### config.mk
export PLATFORM = sky130hd
export DESIGN_NAME = stoch_to_bin_decoder
export DESIGN_NICKNAME = d
export VERILOG_FILES = /design/src/rtl/stoch_pkg.sv /design/src/rtl/stoch_ones_counter.sv /design/src/rtl/stoch_to_bin_decoder.sv
export SDC_FILE = /design/constraint.sdc
export NUM_CORES = 1
export LEC_CHECK = 0
export CAP_MARGIN = 10
export CORE_AREA = 2 2 55 57
export DETAILED_ROUTE_END_ITERATION = 6
export DIE_AREA = 0 0 57 59
export DONT_BUFFER_PORTS = 1
export GPL_ROUTABILITY_DRIVEN = 0
export GPL_TIMING_DRIVEN = 0
export PLACE_DENSITY_LB_ADDON = 0.08
export SYNTH_ARGS = -nofsm -noshare
export SYNTH_HDL_FRONTEND = slang
export SYNTH_SLANG_ARGS = --single-unit
### constraint.sdc
create_clock -name clk -period 2.1 [get_ports clk]
set_input_delay 0.42 -clock clk [delete_from_list [all_inputs] [get_ports clk]]
set_output_delay 0.42 -clock clk [all_outputs]
set_load 0.02 [all_outputs]
### src/rtl/stoch_pkg.sv
// Shared types and helpers for the stochastic-to-binary decoder.
// The optional bipolar output of the decoder is enabled with STOCH_BIPOLAR_EN.
package stoch_pkg;

    typedef enum logic [1:0] {
        IDLE  = 2'd0,
        ACCUM = 2'd1,
        HOLD  = 2'd2
    } dec_state_t;

    localparam int unsigned DEFAULT_WIDTH = 8;

    // Window length N = 2**width.
    function automatic int unsigned win_len(input int unsigned width);
        return 32'd1 << width;
    endfunction

    function automatic logic [31:0] sat_unsigned(input int unsigned width, input logic [31:0] value);
        logic [31:0] max_v;
        max_v = (32'd1 << width) - 32'd1;
        return (value > max_v) ? max_v : value;
    endfunction

endpackage

### src/rtl/stoch_ones_counter.sv
// Window position and ones counters for one conversion window of 2**WIDTH valid bits.
// Clear takes priority over counting; last_o flags that the next valid bit is the Nth.
module stoch_ones_counter
    import stoch_pkg::*;
#(
    parameter int WIDTH = DEFAULT_WIDTH
) (
    input  logic           clk_i,
    input  logic           rst_i,
    input  logic           clr_i,
    input  logic           en_i,
    input  logic           bit_i,
    output logic [WIDTH:0] ones_cnt_o,
    output logic           last_o
);

    localparam logic [WIDTH:0] LAST_IDX = (WIDTH+1)'(win_len(WIDTH) - 1);

    logic [WIDTH:0] bit_cnt_q, bit_cnt_d;
    logic [WIDTH:0] ones_cnt_q, ones_cnt_d;

    always_comb begin
        bit_cnt_d  = bit_cnt_q;
        ones_cnt_d = ones_cnt_q;
        if (clr_i) begin
            bit_cnt_d  = '0;
            ones_cnt_d = '0;
        end else if (en_i) begin
            bit_cnt_d  = bit_cnt_q + 1'b1;
            ones_cnt_d = ones_cnt_q + (WIDTH+1)'(bit_i);
        end
    end

    always_ff @(posedge clk_i or posedge rst_i) begin
        if (rst_i) begin
            bit_cnt_q  <= '0;
            ones_cnt_q <= '0;
        end else begin
            bit_cnt_q  <= bit_cnt_d;
            ones_cnt_q <= ones_cnt_d;
        end
    end

    assign ones_cnt_o = ones_cnt_q;
    assign last_o     = (bit_cnt_q == LAST_IDX);

endmodule

### src/rtl/stoch_to_bin_decoder.sv
// Converts a serial stochastic bitstream to a binary ones count over a 2**WIDTH-bit window.
// Define STOCH_BIPOLAR_EN to add the signed out_bipolar = 2*ones - N output.
module stoch_to_bin_decoder
    import stoch_pkg::*;
#(
    parameter int WIDTH = DEFAULT_WIDTH
) (
    input  logic             clk,
    input  logic             rst,
    input  logic             start,
    input  logic             bit_in,
    input  logic             bit_valid,
    output logic             busy,
    output logic [WIDTH-1:0] out_data,
    output logic             out_valid,
    input  logic             out_ready,
    output logic [1:0]       dbg_state
`ifdef STOCH_BIPOLAR_EN
    ,
    output logic signed [WIDTH+1:0] out_bipolar
`endif
);

    // Output handshake: out_data is valid while out_valid=1 and is consumed on
    // any rising edge where out_valid=1 and out_ready=1; it is held until then.

    dec_state_t       state_q, state_d;
    logic [WIDTH-1:0] out_data_q, out_data_d;
    logic             cnt_clr, cnt_en, cnt_last, load;
    logic [WIDTH:0]   ones_cnt;
    logic [WIDTH:0]   final_ones;

    stoch_ones_counter #(
        .WIDTH(WIDTH)
    ) u_counter (
        .clk_i      (clk),
        .rst_i      (rst),
        .clr_i      (cnt_clr),
        .en_i       (cnt_en),
        .bit_i      (bit_in),
        .ones_cnt_o (ones_cnt),
        .last_o     (cnt_last)
    );

    // The Nth bit is still in flight, so the final count includes it directly.
    assign final_ones = ones_cnt + (WIDTH+1)'(bit_in);

    always_comb begin
        state_d    = state_q;
        cnt_clr    = 1'b0;
        cnt_en     = 1'b0;
        load       = 1'b0;
        out_data_d = out_data_q;
        unique case (state_q)
            IDLE: begin
                if (start) begin
                    state_d = ACCUM;
                    cnt_clr = 1'b1;
                end
            end
            ACCUM: begin
                if (start) begin
                    cnt_clr = 1'b1;
                end else if (bit_valid) begin
                    cnt_en = 1'b1;
                    if (cnt_last) begin
                        state_d = HOLD;
                        load    = 1'b1;
                    end
                end
            end
            HOLD: begin
                if (out_ready) begin
                    if (start) begin
                        state_d = ACCUM;
                        cnt_clr = 1'b1;
                    end else begin
                        state_d = IDLE;
                    end
                end
            end
            default: state_d = IDLE;
        endcase
        if (load) begin
            out_data_d = WIDTH'(sat_unsigned(WIDTH, 32'(final_ones)));
        end
    end

    always_ff @(posedge clk or posedge rst) begin
        if (rst) begin
            state_q    <= IDLE;
            out_data_q <= '0;
        end else begin
            state_q    <= state_d;
            out_data_q <= out_data_d;
        end
    end

`ifdef STOCH_BIPOLAR_EN
    logic signed [WIDTH+1:0] bipolar_q, bipolar_d;

    always_comb begin
        bipolar_d = bipolar_q;
        if (load) begin
            bipolar_d = $signed({final_ones, 1'b0}) - $signed((WIDTH+2)'(win_len(WIDTH)));
        end
    end

    always_ff @(posedge clk or posedge rst) begin
        if (rst) begin
            bipolar_q <= '0;
        end else begin
            bipolar_q <= bipolar_d;
        end
    end

    assign out_bipolar = bipolar_q;
`endif

    assign busy      = (state_q == ACCUM);
    assign out_valid = (state_q == HOLD);
    assign out_data  = out_data_q;
    assign dbg_state = state_q;

endmodule

==> results.toml <==
[placement]
dp_hpwl_mm = 1.90
buffer_ports.inserted = 0
preCtsSetupSlack_ns = -0.0561

[global_route]
grt_max_degree = 29
wire_length_of_the_first_global_routing_pass_mm = 4.71
total_overflow_reported_by_the_global_router = 0
number_of_global_route_vias_before_repair = 1015
gr-usage-all-layers_pct = 18.3
grt_antenna_before_repair = 0

[cts]
clk_root_buffer_cell = "clkbuf_4"
cts_buffers = 3
clk_pin_slew_ns = 0.15
worst_skew_pair.late_latency_ns = 0.33
clkSinkCount = 28
tritoncts = "built"
cts_setup_buffers = 1
post_cts_hold_buffer_count = 0
htreeDepth = 1
cts_repair_resizes = 0
ctsLongestPathBuffers = 2

[timing]
rsz0062_at_grt = "no"
whs_ns = 0.203
period_minus_slack_ns = 1.87
final_hold_viol_count = 0
final.setup.worst_slack_ns = 0.233
totalNegativeSetupSlack_ns = 0
setup-violations-final = 0
fin_crit_sh_pct = 88.9
max_freq_ghz = 0.536
slew_headroom_pct = 30.8
finClkSkew_ns = 0.00213
report.final.slew_viol_count = 0
worst_slew_pin_slew_ns = 1.04

[floorplanning]
floorplan.die.height_um = 59
ioPinCount = 18
core_region_area_um2 = 2710
chipWidth_um = 57
start_util_pct = 53.1
design.die.area_um2 = 3360
core.rowCount = 19

[run]
timing.max_cap.violations = 0

[power]
power_frac_clock_pct = 30.4
power.share.combinational_pct = 7.0
power.leakage_uw = 0.000686
intPower_uw = 676
peakVddDrop_uv = 374
p_sw_uw = 209
power.density_cell_area_nw_per_um2 = 582
swShare_pct = 23.6
power.share.sequential_pct = 62.5

[cells_and_area]
layout_cell_share_with_drive_strength_beyond_1_pct = 13.9
antenna_cells_inserted = 0
final.fill_count = 251
num-nets-final = 155
area_growth_pct = 5.74

[synth]
syn-cell-area_um2 = 1440
synth_seq_cells = 28
synth_top_area_share_pct = 48.7
avgSynthCellArea_um2 = 10.4
synth_nets = 149
dominant_cells_by_area_after_synthesis = "dfrtp_1 49%, xnor2_1 4.9%, nor2_1 4.4%"
synth.yosys.seq_area_share_pct = 48.7
synth_enable_flop_cells = 0
postSynth.asyncResetShare_pct = 100
synth_area_leader_cell = "dfrtp_1"
ys.flop_type = "dfrtp_1"
synth.lib_cells_used.distinct = 34
ys.warnings.count = 0
post_synth_inst_count = 139

[critical_path]
worstSetupStartpointType = "register"
critical_path_peak_fanout = 8
worstPathArrival_ns = 2.14
crit_type = "reg2reg"
critPathCaptureType = "register"
cp_data_required_time_ns = 2.37

[min_path]
hold_class = "in2async"

[route]
drt_iter0_markers = 26
route.detailed.wl_per_inst_um = 15.4
drt_wl_total_mm = 2.70
drcViolationCount = 0
vias_per_cell = 5.79
detailedRoute.firstPassIterationCount = 4
ant_nets = 0
dr_total_vias = 1013

[outcome]
run_status = "finished, final reports clean"
-- cell families (layout without fill, tap and decap cells) --
logic type                 count (synthesis)  after routing  share of synthesized area (%)
DFF                                       28             28                           48.7
buffers and inverters                     10             15                           3.39
and+or+nand+nor                           54             54                           20.3
adders and majority gates                  4              4                           3.48
AOI/OAI and AO/OA                         23             23                           10.8
xor gates and xnor gates                  11             11                           6.70
muxes                                      9              9                           6.70
-- sequential cells by signal, summed over array words and instances, names as in the netlist --
register	cells
out_data	8
u_counter.ones_cnt_o	9
u_counter.bit_cnt_q	9
dbg_state	2
-- through the flow --
stage	total power (uW)	utilization (%)	area, um^2	cells
5_1_grt	925	56.1	1520	175
4_1_cts	894	56.1	1520	175
3_3_place_gp	625	54.5	1480	170
2_1_floorplan	611	-	1440	139
6_report	885	56.1	1520	175
3_5_place_dp	627	54.5	1480	170
-- final cells by class --
class | instances | area, um^2 | share of cell area (%)
timing repair buffer | 1 | 7.51 | 0.493
sequential | 28 | 701 | 46.1
buffer | 5 | 30.0 | 1.97
inverter | 5 | 18.8 | 1.23
tap | 31 | 38.8 | 2.55
clock buffer | 4 | 36.3 | 2.38
multi-input combinational | 101 | 689 | 45.3
-- cells in the final DEF, fill, tap and decap left out, drive strengths merged --
master    n
a211o     2
a21boi    1
a21o      3
a21oi     9
a22o      3
and2b     1
and3      5
buf       5
clkbuf    5
dfrtp    28
ha        4
inv       5
mux2      5
mux2i     4
nand2     9
nand2b    1
nand3     5
nand4     4
nand4bb   1
nor2     17
nor2b     1
nor3      4
nor3b     1
nor4      2
nor4bb    1
o21ai     4
o2bb2ai   1
or3       2
xnor2     8
xor2      3
-- cell usage after synthesis (all sizes together), types with 2 or more instances --
library cell,number
a211o,2
a21o,3
a21oi,9
a22o,3
and3,5
buf,4
dfrtp,28
ha,4
inv,5
mux2,5
mux2i,4
nand2,9
nand3,5
nand4,4
nor2,17
nor3,4
nor4,2
o21ai,4
or3,2
xnor2,8
xor2,3
-- routing by layer --
| layer | track usage, % | part of all wire, % | wire length [um] | up-vias |
|---|---|---|---|---|
| li1 | - | - | - | 497 |
| met1 | 25.1 | 47 | 1270 | 489 |
| met2 | 29.6 | 48 | 1280 | 23 |
| met3 | 2.84 | 3.9 | 106 | 4 |
| met4 | 6.98 | 1.3 | 36 | 0 |
| met5 | 0 | 0 | 0 | - |
-- power by group through the flow --
stage,Clock [uW],Sequential [uW],Combinational [uW]
after floorplan,0,562,49.1
after global placement,0,563,61.9
after detailed placement,0,564,63.6
after CTS,276,554,64.0
after global routing,296,556,72.6
final,269,554,62.3
-- final timing paths --
kind,endpoint,depth (start not counted),startpoint,slack (ns)
min in group clk,dbg_state[1],2,out_ready,0.24
max in group asynchronous,u_counter.bit_cnt_q[8],1,rst,1.27
worst min-delay path,dbg_state[1],1,rst,0.20
worst min register to register,u_counter.bit_cnt_q[8],1,u_counter.bit_cnt_q[8],0.52
worst max register to register,out_data[3],7,u_counter.ones_cnt_o[0],0.23
worst max-delay path,out_data[3],7,u_counter.ones_cnt_o[0],0.23
-- critical path: stages, from the launching register on --
cell,delay [ns]
dfrtp_1,0.39
ha_1,0.21
ha_1,0.27
nand4_1,0.18
or3_1,0.33
and3_1,0.17
buf_6,0.14
a21oi_1,0.12
Power figures use the tool's default switching activity.
